$ cat config.mk
export PLATFORM = sky130hd
export DESIGN_NAME = counter8_ctrl
export DESIGN_NICKNAME = d
export VERILOG_FILES = /design/src/rtl/counter8_ctrl.sv
export SDC_FILE = /design/constraint.sdc
export NUM_CORES = 1
export LEC_CHECK = 0
export ABC_AREA = 1
export BUFFER_PORTS_ARGS = -buffer_cell sky130_fd_sc_hd__buf_2
export CORE_ASPECT_RATIO = 1.75
export CORE_MARGIN = 4
export CORE_UTILIZATION = 57
export CTS_BUF_LIST = sky130_fd_sc_hd__clkbuf_2
export DETAILED_ROUTE_END_ITERATION = 16
export PLACE_DENSITY_LB_ADDON = 0.1
export SLEW_MARGIN = 30
export SYNTH_ARGS = -nofsm -noshare
export SYNTH_HDL_FRONTEND = slang
export SYNTH_SLANG_ARGS = --single-unit
$ cat constraint.sdc
create_clock -name clk_100MHz -period 1.9 [get_ports clk_100MHz]
set_clock_uncertainty 0.1 [all_clocks]
set_input_delay 0.38 -clock clk_100MHz [delete_from_list [all_inputs] [get_ports clk_100MHz]]
set_output_delay 0.38 -clock clk_100MHz [all_outputs]
set_load 0.02 [all_outputs]
$ cat src/rtl/counter8_ctrl.sv
// counter8_ctrl: start/stop 8-bit up/down counter stepped by a synchronized 1 Hz tick, with debounced buttons.
// Latency: count updates on the 3rd clk edge after tick_in rises; a press acts 2 sync + DB_CYCLES + 1 edges after the button settles.
// Backpressure: none; every step and press pulse is consumed in the cycle it appears.
// Optional: define SEG7_DISPLAY_EN to add the multiplexed active-low an[3:0]/seg[6:0] hex display outputs.
module counter8_ctrl #(
  parameter int DB_CYCLES = 1_000_000
) (
  input  logic       clk_100MHz,
  input  logic       reset,
  input  logic       tick_in,
  input  logic       btn_start,
  input  logic       btn_stop,
  input  logic       up_dn,
  input  logic       load,
  input  logic [7:0] load_val,
  output logic [7:0] count,
  output logic       tc,
  output logic       running
`ifdef SEG7_DISPLAY_EN
  ,
  output logic [3:0] an,
  output logic [6:0] seg
`endif
);

  localparam int              DB_W    = (DB_CYCLES < 2) ? 1 : $clog2(DB_CYCLES + 1);
  localparam logic [DB_W-1:0] DB_LAST = DB_W'(DB_CYCLES - 1);

  typedef enum logic {STOPPED = 1'b0, RUNNING = 1'b1} state_t;

  state_t          state;
  logic            tick_s1, tick_s2, tick_d;
  logic [1:0]      step_guard;
  logic            step;
  logic [1:0]      btn_raw;
  logic [1:0]      btn_s1, btn_s2;
  logic [1:0]      db_lvl, db_prev;
  logic [DB_W-1:0] db_cnt [2];
  logic [1:0]      press;
  logic            start_press, stop_press;

  // Bit 0 is start, bit 1 is stop throughout the button path.
  assign btn_raw = {btn_stop, btn_start};

  // Two-flop synchronizer and edge register for the tick, plus a guard that
  // holds off steps for 3 cycles after reset so a tick already high is ignored.
  always_ff @(posedge clk_100MHz or posedge reset) begin
    if (reset) begin
      tick_s1    <= 1'b0;
      tick_s2    <= 1'b0;
      tick_d     <= 1'b0;
      step_guard <= 2'd0;
    end else begin
      tick_s1 <= tick_in;
      tick_s2 <= tick_s1;
      tick_d  <= tick_s2;
      if (step_guard != 2'd3)
        step_guard <= step_guard + 2'd1;
    end
  end

  assign step = tick_s2 & ~tick_d & (step_guard == 2'd3);

  // Two-flop synchronizers for both buttons.
  always_ff @(posedge clk_100MHz or posedge reset) begin
    if (reset) begin
      btn_s1 <= 2'b00;
      btn_s2 <= 2'b00;
    end else begin
      btn_s1 <= btn_raw;
      btn_s2 <= btn_s1;
    end
  end

  // Debounce: the accepted level flips only after DB_CYCLES consecutive disagreeing samples.
  always_ff @(posedge clk_100MHz or posedge reset) begin
    if (reset) begin
      db_lvl <= 2'b00;
      for (int i = 0; i < 2; i++)
        db_cnt[i] <= '0;
    end else begin
      for (int i = 0; i < 2; i++) begin
        if (btn_s2[i] == db_lvl[i]) begin
          db_cnt[i] <= '0;
        end else if (db_cnt[i] == DB_LAST) begin
          db_lvl[i] <= btn_s2[i];
          db_cnt[i] <= '0;
        end else begin
          db_cnt[i] <= db_cnt[i] + DB_W'(1);
        end
      end
    end
  end

  // Delayed debounced level for press (rising edge) detection.
  always_ff @(posedge clk_100MHz or posedge reset) begin
    if (reset)
      db_prev <= 2'b00;
    else
      db_prev <= db_lvl;
  end

  assign press       = db_lvl & ~db_prev;
  assign start_press = press[0];
  assign stop_press  = press[1];

  // Run/stop FSM; stop wins when both presses land in the same cycle.
  always_ff @(posedge clk_100MHz or posedge reset) begin
    if (reset) begin
      state   <= STOPPED;
      running <= 1'b0;
    end else if (stop_press) begin
      state   <= STOPPED;
      running <= 1'b0;
    end else if (start_press) begin
      state   <= RUNNING;
      running <= 1'b1;
    end
  end

  // Count register: load beats a coincident step; tc marks the cycle holding a wrapped value.
  always_ff @(posedge clk_100MHz or posedge reset) begin
    if (reset) begin
      count <= 8'h00;
      tc    <= 1'b0;
    end else if (load) begin
      count <= load_val;
      tc    <= 1'b0;
    end else if (step && (state == RUNNING)) begin
      if (up_dn) begin
        count <= count + 8'd1;
        tc    <= (count == 8'hFF);
      end else begin
        count <= count - 8'd1;
        tc    <= (count == 8'h00);
      end
    end else begin
      tc <= 1'b0;
    end
  end

`ifdef SEG7_DISPLAY_EN
  logic [16:0] refresh_cnt;
  logic        digit_sel;
  logic [3:0]  nibble;

  // Refresh timer: flip the active digit every 2^17 cycles, low nibble first.
  always_ff @(posedge clk_100MHz or posedge reset) begin
    if (reset) begin
      refresh_cnt <= 17'd0;
      digit_sel   <= 1'b0;
    end else begin
      refresh_cnt <= refresh_cnt + 17'd1;
      if (&refresh_cnt)
        digit_sel <= ~digit_sel;
    end
  end

  assign nibble = digit_sel ? count[7:4] : count[3:0];
  assign an     = digit_sel ? 4'b1101 : 4'b1110;

  // Hex to active-low segments, bit order gfedcba.
  always_comb begin
    seg = 7'b1111111;
    case (nibble)
      4'h0: seg = 7'b1000000;
      4'h1: seg = 7'b1111001;
      4'h2: seg = 7'b0100100;
      4'h3: seg = 7'b0110000;
      4'h4: seg = 7'b0011001;
      4'h5: seg = 7'b0010010;
      4'h6: seg = 7'b0000010;
      4'h7: seg = 7'b1111000;
      4'h8: seg = 7'b0000000;
      4'h9: seg = 7'b0010000;
      4'hA: seg = 7'b0001000;
      4'hB: seg = 7'b0000011;
      4'hC: seg = 7'b1000110;
      4'hD: seg = 7'b0100001;
      4'hE: seg = 7'b0000110;
      4'hF: seg = 7'b0001110;
      default: seg = 7'b1111111;
    endcase
  end
`endif

endmodule

# [Word level (Yosys, flattened, before mapping)]
# Cells that the tools add are included.
[word_totals] out_inout_bits=10 input_bits=15 word_cells=51 reg_bits=63
[classes] n_addsub=5 n_reduce_logical=6 n_bitwise=7 eq_ne=7 n_mux=12
[ops] op="$mux W20" count=4
[ops] op="$add A20 B1 Y20 const B" count=2
[ops] op="$eq A20 B20 Y1 const B" count=2
[ops] op="$mux W8" count=3
[ops] op="$add A8 B1 Y8 const B" count=1
[ops] op="$eq A8 B8 Y1 const B" count=1
[ops] op="$logic_not A8 Y1" count=1
[ops] op="$sub A8 B1 Y8 const B" count=1
[ops] op="$mux W1" count=5
[ops] op="$reduce_and A2 Y1" count=2
[ops] op="$reduce_bool A2 Y1" count=2
[ops] op="$not A1 Y1" count=3
[ops] op="$add A2 B1 Y2 const B" count=1
[ops] op="$and A1 B1 Y1" count=2
[ops] op="$and A2 B2 Y2" count=1
[ops] op="$eq A1 B1 Y1" count=2
[ops] op="$eq A2 B2 Y1 const B" count=1
[ops] op="$ne A2 B2 Y1 const B" count=1
[ops] op="$not A2 Y2" count=1
[ops] op="$logic_and A1 B1 Y1" count=1

# [Longest topological paths before layout]
# Gate-level depths: netlist (run 1).
[depth] word_depth=6 depth_mapped=11 mapped_depth_nobuf=11

# [Worst setup path before layout (run 1)]
# No wires, ideal clock.
[synth_path] path_kind="in2reg" start="input up_dn" end="register count[7]" t_arrival_ns=1.378 setup_time_ns=0.117 path_stages=10 path_buffers=0 t_required_ns=1.683 slack_ns=0.304 path_cell_list="inv_1 ha_1 nand2_1 nand2_1 inv_1 nor2_1 nor2_1 nand3_1 nand3_1 nand2_1"
[synth_via] elab_chain_cells=3
[synth_rtl] item="from (decl)" line="13" source="input logic up_dn,"
[synth_rtl] item="$mux W8" line="130" source="if (up_dn) begin"
[synth_rtl] item="$mux W8" line="129" source="end else if (step && (state == RUNNING)) begin"
[synth_rtl] item="$mux W8" line="126" source="end else if (load) begin"
[synth_rtl] item="to (signal assigned)" line="127" source="count <= load_val;"
[synth_rtl] item="to (signal assigned)" line="131" source="count <= count + 8'd1;"
[synth_rtl] item="to (signal assigned)" line="134" source="count <= count - 8'd1;"
[synth_rtl] item="to (decl)" line="16" source="output logic [7:0] count,"
# Every way passes these cells. The select of a mux whose other input is x is not followed.
# A chain may end at the register's enable or synchronous reset.

# [Final worst setup path (run 1)]
[layout_path] start="register count[0]" end="output count[0]"
# No word-level cell between the ends.

==> results of run 1 <==
==> power groups by stage <==
stage	sequential (W)	combinational, W	clock (W)
floorplan	0.00145	0.000201	0
global placement	0.00144	0.000297	0
detailed placement	0.00144	0.000307	0
CTS	0.00142	0.000318	0.000802
global route	0.00142	0.000358	0.000856
finish	0.00141	0.000316	0.000774
==> state kept, by name, indices dropped and copies added, names as in the netlist <==
name and count:
state 1, step_guard 2, tick_s1 1, db_lvl 2, count 8, db_prev 2
tc 1, btn_s1 2, tick_s2 1, db_cnt 40, btn_s2 2, tick_d 1
==> stage by stage <==
stage	instances	total power, W	instance area [sq um]
after CTS	573	0.002535	3963
after global routing	574	0.002637	3973
after floorplan	448	0.001653	3566
final	574	0.002505	3973
after detailed placement	551	0.001747	3794
after global placement	551	0.001736	3794
==> how the worst max path moves through the flow <==
| stage | from | end | slack, ns | depth (start not counted) |
|---|---|---|---|---|
| 5_1_grt | count[4]$_DFFE_PP0P_ | count[7]$_DFFE_PP0P_ | 0.07 | 9 |
| 4_1_cts | count[0]$_DFFE_PP0P_ | count[0] | 0.15 | 1 |
| 3_3_place_gp | up_dn | count[7]$_DFFE_PP0P_ | 0.06 | 11 |
| 3_5_place_dp | up_dn | count[7]$_DFFE_PP0P_ | 0.01 | 11 |
| 6_report | count[0]$_DFFE_PP0P_ | count[0] | 0.20 | 1 |
| 2_1_floorplan | up_dn | count[7]$_DFFE_PP0P_ | 0.30 | 10 |
==> Yosys cell counts (2+ instances only) <==
cell	count
sky130_fd_sc_hd__nand2_1	91
sky130_fd_sc_hd__nor2_1	83
sky130_fd_sc_hd__dfrtp_1	63
sky130_fd_sc_hd__inv_1	59
sky130_fd_sc_hd__nand3_1	37
sky130_fd_sc_hd__nor3_1	13
sky130_fd_sc_hd__xor2_1	12
sky130_fd_sc_hd__nand2_2	10
sky130_fd_sc_hd__xnor2_1	10
sky130_fd_sc_hd__a21oi_1	9
sky130_fd_sc_hd__ha_1	9
sky130_fd_sc_hd__nand4_1	8
sky130_fd_sc_hd__nor2_4	6
sky130_fd_sc_hd__o21ai_0	4
sky130_fd_sc_hd__o21bai_1	4
sky130_fd_sc_hd__inv_2	3
sky130_fd_sc_hd__nand3_2	3
sky130_fd_sc_hd__nor2_2	3
sky130_fd_sc_hd__a31oi_1	2
sky130_fd_sc_hd__nand2_4	2
sky130_fd_sc_hd__nand3b_1	2
sky130_fd_sc_hd__nor3_4	2
sky130_fd_sc_hd__o211ai_1	2
==> layout make-up <==
type	instances	area (sq um)	share of cell area
Clock buffer	9	45.04	0.01134
Multi-Input combinational cell	322	1748	0.4400
Inverter	62	236.5	0.05953
Tap cell	78	97.59	0.02457
Clock inverter	7	63.81	0.01606
Timing Repair Buffer	33	205.2	0.05165
Sequential cell	63	1577	0.3968
==> routing by layer <==
layer,global-route usage,vias up
li1,-,1495
met1,0.2361,1375
met2,0.3975,59
met3,0.04404,24
met4,0.1152,0
met5,0,-
==> repair_timing <==
item,CTS,global route
endpoints found under the setup margin,0,0
resized for setup,0,0
hold buffers,6,1
endpoints found under the hold margin,68,1
==> placed cells by master (no fill, tap or decap), drive strengths merged, types with 5 or more instances in the layout <==
cell	instances
a21oi	10
inv	61
nand4	8
clkbuf	9
nor3	15
buf	26
nand3	41
nand2	103
xor2	13
nor2	92
dlygate4sd3	7
dfrtp	63
o21ai	5
xnor2	10
ha	9
==> kinds of logic after synthesis <==
logic type               count (synthesis)
AND/OR/NAND/NOR                        265
buffers and inverters                   63
flip-flops                              63
AO/OA/AOI/OAI                           24
XOR/XNOR                                23
adder cells (fa/ha/maj)                 10
==> impl_metrics.py, run 1 <==
metrics = {
    "logic_synthesis": {
        "synth_edf_count": 0,
        "total_number_of_yosys_warnings": 0,
        "synthDominantCellAreaShare": 0.4426,
        "netlist.top_cell.by_area": "sky130_fd_sc_hd__dfrtp_1",
        "synth.area.mux_share": 0,
        "post_synth_num_cell_types": 34,
        "postSynthAreaPerCell_sq_um": 7.951,
        "post_synthesis_share_of_cell_area_spent_on_xor_and_xnor_gates": 0.05866,
        "synth-adder-area-share": 0.03723,
        "netlist_instances": 448,
        "yosysSeqAreaShare": 0.4426,
        "synth-compound-area-share": 0.04039,
        "synth_fp_nets": 473,
        "synth-seq-cells": 63,
        "main_combinational_cell_family_by_area_after_synthesis": "simple AND/OR/NAND/NOR gates",
        "yosys_most_used_dff": "sky130_fd_sc_hd__dfrtp_1",
        "yosys.area_share.simple": 0.3544,
        "synth.cell_area_sq_um": 3562,
        "ys_top_cells_by_area": "sky130_fd_sc_hd__dfrtp_1 44%, sky130_fd_sc_hd__nand2_1 9.6%, sky130_fd_sc_hd__nor2_1 8.7%, sky130_fd_sc_hd__inv_1 6.2%, sky130_fd_sc_hd__nand3_1 5.2%",
        "postSynth.asyncResetShare": 1.000,
    },
    "timing": {
        "hold_slack_ns": 0.07859,
        "slew_viol_final": 0,
        "tmin_final_ns": 1.701,
        "worst_slack_ns": 0.1992,
        "hold_viol_final": 0,
        "final.period_utilization": 0.8952,
        "slew_at_the_pin_closest_to_its_max_slew_limit_ns": 0.4721,
        "timing.slew.headroom": 0.6852,
        "setup_tns_ns": 0,
        "rsz_0062_raised_after_global_routing": "no",
        "final-setup-viol-count": 0,
        "maxClockFrequency_ghz": 0.5880,
    },
    "cells_and_area": {
        "num-fill-cells": 520,
        "post_route_cells_drive_above_1_share": 0.1532,
        "postLayoutCoreUtil": 0.6652,
        "design.final.nets": 516,
        "antenna_cells": 0,
        "areaGrowthSynthToFinish_pct": 11.52,
    },
    "route": {
        "detailed_route_wire_length_on_metal_1_microns": 2882,
        "antenna_left": 0,
        "met2_length_microns": 4140,
        "vias": 2953,
        "drt-total-wl_microns": 7455,
        "route.top_layer_used": "met4",
        "remaining_drc_errors": 0,
        "number_of_optimization_iterations_in_the_first_detailed_route_pass": 4,
        "via_per_inst": 5.145,
        "met3_wirelength_microns": 179,
        "drt_iter0_markers": 144,
        "post_drt_wl_per_cell_microns": 12.99,
    },
    "global_route": {
        "grt.overflow.total": 0,
        "grt_start_max_net_pins": 38,
        "grt_antenna_before_repair": 0,
        "first_global_vias": 3034,
        "grt_pass1_wl_microns": 12970,
        "gr-usage-all-layers": 0.2229,
    },
    "min_path": {
        "timing.hold.worst_endpoint": "count[7]$_DFFE_PP0P_",
        "worstHoldStart": "load_val[7]",
        "timing.hold.worst_path_depth": 5,
        "min-delay-path-class": "in -> reg",
    },
    "placement": {
        "preCtsSetupSlack_ns": 0.01168,
        "globalplace.congestion": 0.9135,
        "io_buffer_count": 24,
        "dpl_wire_length_microns": 5716,
    },
    "pwr": {
        "combPwrFrac": 0.126,
        "p_switching_w": 0.0007173,
        "cellLeakagePower_nw": 1.919,
        "max-vdd-ir-drop_v": 0.0004390,
        "swShare": 0.2864,
        "p_seq_frac": 0.565,
        "intPower_w": 0.001788,
        "clock_group_share_of_total_power": 0.309,
        "power.density_cell_area_nw_per_um2": 630.5,
    },
    "critical_path": {
        "reg2reg_depth": 7,
        "worst-r2r-setup-slack_ns": 0.23,
        "cp.arrival_ns": 1.22,
        "setup.worst_path.class": "reg -> out",
        "critPathSlowestCell": "sky130_fd_sc_hd__dfrtp_1",
        "worstReg2RegEnd": "count[4]$_DFFE_PP0P_",
        "critical_path.cell_chain": "buf_2",
        "worst_setup_path_start_kind": "flop",
        "crit_fanout": 7,
        "max_stage_delay_ns": 0.52,
        "endpoint_kind": "output pin",
        "regToRegStartpoint": "count[0]$_DFFE_PP0P_",
        "cpLargestDelayFamily": "flip-flops",
        "critPathRequiredTime_ns": 1.42,
        "worst-path-buf-inv": 1,
    },
    "clock_network": {
        "clock-sinks": 63,
        "cts.repair_timing.setup_buffer_count": 0,
        "worstSkewPairLatency_ns": 0.48,
        "cts_root_buffer": "sky130_fd_sc_hd__clkbuf_2",
        "tritoncts": "yes",
        "tritoncts.num_buffers": 9,
        "cts.reportedPaths.clkPinSlew_ns": 0.17,
        "cts_max_level": 3,
        "cts_buffer_depth": 2,
    },
    "die": {
        "placeableCoreArea_sq_um": 5972,
        "floorplan.io_pins": 25,
        "initial_utilization": 0.5965,
        "die_area_sq_um": 7628,
        "overall_die_height_microns": 112.6,
        "die_x_microns": 67.76,
        "num_rows": 37,
    },
    "outcome": {
        "outcome": "finished, final reports clean",
    },
    "flow_run": {
        "maxCapViolations": 0,
    },
}
Power figures use the tool's default switching activity.
==> inputs of run 2 (changes only) <==
--- a/config.mk
+++ b/config.mk
@@ -6,9 +6,9 @@
 export NUM_CORES = 1
 export LEC_CHECK = 0
 export ABC_AREA = 1
+export ABC_CLOCK_PERIOD_IN_PS = 1900
 export BUFFER_PORTS_ARGS = -buffer_cell sky130_fd_sc_hd__buf_2
 export CORE_ASPECT_RATIO = 1.75
-export CORE_MARGIN = 4
 export CORE_UTILIZATION = 57
 export CTS_BUF_LIST = sky130_fd_sc_hd__clkbuf_2
 export DETAILED_ROUTE_END_ITERATION = 16
==> impl_metrics.py, run 2 (synthesis gave the netlist of run 1 again) <==
metrics = {
    "outcome": {
        "outcome": "finished, final reports clean",
    },
    "cells_and_area": {
        "num-fill-cells": 539,
        "areaGrowthSynthToFinish_pct": 11.45,
        "antenna_cells": 0,
        "layout.cells.most_common_list": "91 x sky130_fd_sc_hd__nand2_1, 83 x sky130_fd_sc_hd__nor2_1, 63 x sky130_fd_sc_hd__dfrtp_1, 58 x sky130_fd_sc_hd__inv_1, 37 x sky130_fd_sc_hd__nand3_1",
        "largest-register": "db_cnt",
        "design.final.nets": 515,
        "largest_register_ffs": 40,
        "most_frequent_standard_cell_in_the_layout_excluding_fill_and_tap_cells": "sky130_fd_sc_hd__nand2_1",
        "instances_no_fill": 573,
        "layout_top_registers": "db_cnt (40), count (8)",
        "post_route_cells_drive_above_1_share": 0.1475,
    },
    "clock_network": {
        "worstSkewPairLatency_ns": 0.47,
        "tritoncts": "yes",
        "clock-sinks": 63,
        "cts.reportedPaths.clkPinSlew_ns": 0.17,
        "tritoncts.num_buffers": 9,
        "cts_hold_buffers": 6,
        "cts_root_buffer": "sky130_fd_sc_hd__clkbuf_2",
        "cts_max_level": 3,
        "postCtsResizedCells": 0,
        "cts_buffer_depth": 2,
        "cts.repair_timing.setup_buffer_count": 0,
    },
    "timing": {
        "timing.slew.headroom": 0.7652,
        "tmin_final_ns": 1.697,
        "slew_viol_final": 0,
        "setup_tns_ns": 0,
        "maxClockFrequency_ghz": 0.5894,
        "rsz_0062_raised_after_global_routing": "no",
        "slew_at_the_pin_closest_to_its_max_slew_limit_ns": 0.3519,
        "final-setup-viol-count": 0,
        "final.period_utilization": 0.8929,
        "hold_viol_final": 0,
    },
    "route": {
        "drt-total-wl_microns": 7197,
        "vias": 2940,
        "drt_iter0_markers": 123,
        "antenna_left": 0,
        "number_of_optimization_iterations_in_the_first_detailed_route_pass": 6,
        "remaining_drc_errors": 0,
        "post_drt_wl_per_cell_microns": 12.56,
        "via_per_inst": 5.131,
    },
    "pwr": {
        "p_switching_w": 0.0006837,
        "cellLeakagePower_nw": 1.922,
        "p_seq_frac": 0.572,
        "combPwrFrac": 0.127,
        "clock_group_share_of_total_power": 0.301,
        "power.density_cell_area_nw_per_um2": 623.4,
        "design_power_total_w": 0.002475,
        "max-vdd-ir-drop_v": 0.0005439,
        "swShare": 0.2762,
        "intPower_w": 0.001791,
    },
    "die": {
        "initial_utilization": 0.5965,
        "floorplan.io_pins": 25,
        "num_rows": 37,
        "placeableCoreArea_sq_um": 5972,
        "die_area_sq_um": 6582,
        "overall_die_height_microns": 106.6,
        "die_x_microns": 61.76,
    },
    "global_route": {
        "grt_start_max_net_pins": 54,
        "gr-usage-all-layers": 0.2550,
        "grt.overflow.total": 0,
        "grt_antenna_before_repair": 0,
        "first_global_vias": 2953,
        "grt_pass1_wl_microns": 12320,
    },
    "placement": {
        "io_buffer_count": 24,
        "dp_cells": 550,
        "globalplace.congestion": 0.8341,
        "dpl_wire_length_microns": 5584,
    },
    "flow_run": {
        "maxCapViolations": 0,
    },
    "critical_path": {
        "crit_fanout": 7,
        "setup.worst_path.class": "reg -> reg",
        "critPathRequiredTime_ns": 2.19,
        "cp.arrival_ns": 1.99,
        "worst_setup_path_start_kind": "flop",
        "endpoint_kind": "flop",
    },
    "min_path": {
        "min-delay-path-class": "in -> reg",
    },
}
-- run 2: changes by cell type in the layout (fill, tap and decap cells not counted) --
cell / previous run / this run
sky130_fd_sc_hd__clkinvlp_4: 3 / 1
sky130_fd_sc_hd__clkbuf_2: 9 / 10
sky130_fd_sc_hd__buf_4: 2 / 0
sky130_fd_sc_hd__buf_12: 0 / 1
sky130_fd_sc_hd__clkinv_1: 1 / 3
sky130_fd_sc_hd__clkinv_2: 3 / 2
-- run 2: worst paths after layout --
path / from / to / slack [ns] / cells past startpoint
max: step_guard[0]$_DFFE_PP0P_ / tc$_DFF_PP0_ / 0.20 / 7
min: load_val[7] / count[7]$_DFFE_PP0P_ / 0.09 / 5
max reg2reg: step_guard[0]$_DFFE_PP0P_ / tc$_DFF_PP0_ / 0.20 / 7
min reg2reg: btn_s1[0]$_DFF_PP0_ / btn_s2[0]$_DFF_PP0_ / 0.28 / 0
max in group asynchronous: reset / db_cnt[7]$_DFF_PP0_ / 0.86 / 4
min in group asynchronous: reset / db_cnt[12]$_DFF_PP0_ / 0.30 / 3
-- run 2: power groups by stage --
stage,combinational (W),clock [W],sequential (W)
2_1_floorplan,0.000201,0,0.00145
3_3_place_gp,0.000297,0,0.00144
3_5_place_dp,0.000307,0,0.00144
4_1_cts,0.000318,0.000772,0.00142
5_1_grt,0.000360,0.000831,0.00142
6_report,0.000314,0.000745,0.00142
-- run 2: final cells by class --
type,instances,area [sq um],share of cell area
multi-input cells,322,1748,0.4403
flip-flops and latches,63,1577,0.3971
inverters,62,236.5,0.05957
repair buffers,32,210.2,0.05295
well taps,78,97.59,0.02458
clock inverters,6,51.30,0.01292
clock buffers,10,50.05,0.01261
-- run 2: critical path: stages, from the launching register on --
cell                      delay [ns]
sky130_fd_sc_hd__dfrtp_1        0.40
sky130_fd_sc_hd__ha_1           0.21
sky130_fd_sc_hd__inv_1          0.08
sky130_fd_sc_hd__nor2_1         0.14
sky130_fd_sc_hd__nand3_2        0.19
sky130_fd_sc_hd__nor2_4         0.21
sky130_fd_sc_hd__inv_1          0.11
sky130_fd_sc_hd__a21oi_1        0.18
-- run 2: metal layers --
metal	track usage	wire, microns
met1	0.2655	2866
met2	0.4647	4056
met3	0.05549	174
met4	0.1063	99
met5	0	0
-- run 2: metrics by stage --
step | setup WS [ns] | utilization | area (sq um) | hold WS [ns]
floorplan | 0.3043 | - | 3566 | 0.2312
global placement | 0.06799 | 0.6361 | 3799 | 0.2370
detailed placement | 0.04521 | 0.6361 | 3799 | 0.2378
CTS | 0.1809 | 0.6631 | 3960 | 0.004011
global route | 0.04402 | 0.6648 | 3970 | 0.07038
finish | 0.2034 | 0.6648 | 3970 | 0.08592
==> inputs of run 3 (changes only) <==
--- a/config.mk
+++ b/config.mk
@@ -8,11 +8,14 @@
 export ABC_AREA = 1
 export ABC_CLOCK_PERIOD_IN_PS = 1900
 export BUFFER_PORTS_ARGS = -buffer_cell sky130_fd_sc_hd__buf_2
+export CELL_PAD_IN_SITES_DETAIL_PLACEMENT = 2
+export CELL_PAD_IN_SITES_GLOBAL_PLACEMENT = 2
 export CORE_ASPECT_RATIO = 1.75
-export CORE_UTILIZATION = 57
+export CORE_UTILIZATION = 34
 export CTS_BUF_LIST = sky130_fd_sc_hd__clkbuf_2
 export DETAILED_ROUTE_END_ITERATION = 16
 export PLACE_DENSITY_LB_ADDON = 0.1
+export RECOVER_POWER = 100
 export SLEW_MARGIN = 30
 export SYNTH_ARGS = -nofsm -noshare
 export SYNTH_HDL_FRONTEND = slang
==> impl_metrics.py, run 3 (synthesis gave the netlist of run 1 again) <==
metrics = {
    "outcome": {
        "outcome": "finished, final reports clean",
    },
    "pwr": {
        "cellLeakagePower_nw": 1.902,
        "power.density_cell_area_nw_per_um2": 630.6,
        "max-vdd-ir-drop_v": 0.0003633,
    },
    "global_route": {
        "gr-usage-all-layers": 0.2096,
        "grt_antenna_before_repair": 1,
        "grt_start_max_net_pins": 39,
        "grt.overflow.total": 0,
        "first_global_vias": 3539,
        "grt_pass1_wl_microns": 17060,
    },
    "die": {
        "initial_utilization": 0.3479,
        "die_area_sq_um": 10910,
        "overall_die_height_microns": 137.4,
        "floorplan.io_pins": 25,
        "num_rows": 49,
        "die_x_microns": 79.38,
        "placeableCoreArea_sq_um": 10240,
    },
    "placement": {
        "io_buffer_count": 24,
        "place_area_sq_um": 3892,
        "preCtsSetupSlack_ns": -0.04351,
        "dp_cells": 605,
        "globalplace.congestion": 0.7896,
        "dpl_wire_length_microns": 8268,
    },
    "timing": {
        "hold_slack_ns": 0.06918,
        "tmin_final_ns": 1.743,
        "final-setup-viol-count": 0,
        "slew_at_the_pin_closest_to_its_max_slew_limit_ns": 0.9901,
        "worst_slack_ns": 0.1570,
        "timing.slew.headroom": 0.3399,
        "setup_tns_ns": 0,
        "maxClockFrequency_ghz": 0.5737,
        "slew_viol_final": 0,
        "hold_viol_final": 0,
        "final.period_utilization": 0.9174,
        "rsz_0062_raised_after_global_routing": "no",
    },
    "route": {
        "drt-total-wl_microns": 10280,
        "post_drt_wl_per_cell_microns": 16.37,
        "number_of_optimization_iterations_in_the_first_detailed_route_pass": 4,
        "drt_iter0_markers": 100,
        "vias": 3098,
        "via_per_inst": 4.933,
        "remaining_drc_errors": 0,
        "antenna_left": 0,
    },
    "critical_path": {
        "reg2reg_depth": 7,
        "cell_seen_most_often_among_critical_path_stages": "sky130_fd_sc_hd__inv_1",
        "worst-path-buf-inv": 2,
        "crit_fanout": 7,
        "cpLargestDelayFamily": "simple AND/OR/NAND/NOR gates",
        "critical_path.cell_chain": "ha_1 -> inv_1 -> nor2_1 -> nand3_4 -> nor2_4 -> inv_1 -> o211ai_1",
        "critPathRequiredTime_ns": 2.22,
        "max_stage_delay_ns": 0.42,
        "critPathSlowestCell": "sky130_fd_sc_hd__dfrtp_1",
        "endpoint_kind": "flop",
        "worst_setup_path_start_kind": "flop",
        "crit_cells": 7,
        "cp.arrival_ns": 2.06,
        "setup.worst_path.class": "reg -> reg",
    },
    "cells_and_area": {
        "most_frequent_standard_cell_in_the_layout_excluding_fill_and_tap_cells": "sky130_fd_sc_hd__nand2_1",
        "post_route_cells_drive_above_1_share": 0.1220,
        "largest_register_ffs": 40,
        "num-fill-cells": 1249,
        "layout_top_registers": "db_cnt (40), count (8)",
        "areaGrowthSynthToFinish_pct": 12.36,
        "design.final.nets": 521,
        "layout.cell_area.non_filler_sq_um": 4003,
        "largest-register": "db_cnt",
        "layout.cells.most_common_list": "91 x sky130_fd_sc_hd__nand2_1, 83 x sky130_fd_sc_hd__nor2_1, 63 x sky130_fd_sc_hd__dfrtp_1, 60 x sky130_fd_sc_hd__inv_1, 40 x sky130_fd_sc_hd__nand3_1",
        "instances_no_fill": 628,
    },
    "clock_network": {
        "tritoncts.num_buffers": 9,
        "cts_buffer_depth": 2,
        "cts_root_buffer": "sky130_fd_sc_hd__clkbuf_2",
        "clock-sinks": 63,
        "worstSkewPairLatency_ns": 0.48,
        "tritoncts": "yes",
        "cts_max_level": 3,
        "cts.repair_timing.setup_buffer_count": 0,
        "cts.reportedPaths.clkPinSlew_ns": 0.18,
    },
    "min_path": {
        "timing.hold.worst_path_depth": 4,
        "min-delay-path-class": "in -> reg",
    },
    "flow_run": {
        "maxCapViolations": 0,
    },
}
## run 3: changes by cell type in the layout (fill, tap and decap cells not counted), moves of 3 or more
cell / change
sky130_fd_sc_hd__buf_2: -10
sky130_fd_sc_hd__nor2_2: +3
sky130_fd_sc_hd__nand3_2: -3
sky130_fd_sc_hd__nor2_4: -3
sky130_fd_sc_hd__nand3_1: +3
sky130_fd_sc_hd__buf_4: +5
sky130_fd_sc_hd__clkbuf_1: +10
## run 3: area by class of cell
cell class                 instances  area, sq um  area share
multi-input combinational        322         1705      0.4261
sequential                        63         1577      0.3939
inverter                          62        236.5     0.05908
timing repair buffer              38        225.2     0.05627
tap                              127        158.9     0.03970
clock inverter                     6        52.55     0.01313
clock buffer                       9        45.04     0.01125
antenna                            1        2.502   0.0006252
## run 3: report_power, final
group          switching, W  total [W]  internal, W
logic              0.000212   0.000335     0.000123
registers         0.0000374    0.00141      0.00138
clock network      0.000495   0.000775     0.000280
total              0.000744    0.00252      0.00178
## run 3: what timing repair did
item,in CTS,in global routing
setup endpoints to repair,0,4
hold buffers,7,0
endpoints found under the hold margin,69,0
resized for setup,0,1
## run 3: routing by layer
metal / global-route usage / part of all wire
met1: 0.2003 / 0.36
met2: 0.4248 / 0.60
met3: 0.03377 / 0.014
met4: 0.08889 / 0.027
met5: 0 / 0
## run 3: worst paths after layout
check | start | to | slack, ns
worst min-delay path | load_val[4] | count[4]$_DFFE_PP0P_ | 0.07
worst max-delay path | step_guard[0]$_DFFE_PP0P_ | count[0]$_DFFE_PP0P_ | 0.16
max in group asynchronous | reset | db_prev[1]$_DFF_PP0_ | 0.42
min in group asynchronous | reset | db_cnt[0]$_DFF_PP0_ | 0.53
worst min register to register | btn_s1[1]$_DFF_PP0_ | btn_s2[1]$_DFF_PP0_ | 0.27
worst max register to register | step_guard[0]$_DFFE_PP0P_ | count[0]$_DFFE_PP0P_ | 0.16
## run 3: per-stage QoR
step,power (W),utilization
floorplan,0.001653,-
global placement,0.001766,0.3802
detailed placement,0.001782,0.3802
CTS,0.002591,0.3966
global route,0.002670,0.3909
finish,0.002524,0.3909
## run 3: worst min-delay path: stages
cell,delay [ns]
sky130_fd_sc_hd__buf_2,0.07
sky130_fd_sc_hd__nand2_1,0.04
sky130_fd_sc_hd__nand2_1,0.05
sky130_fd_sc_hd__o21bai_1,0.09
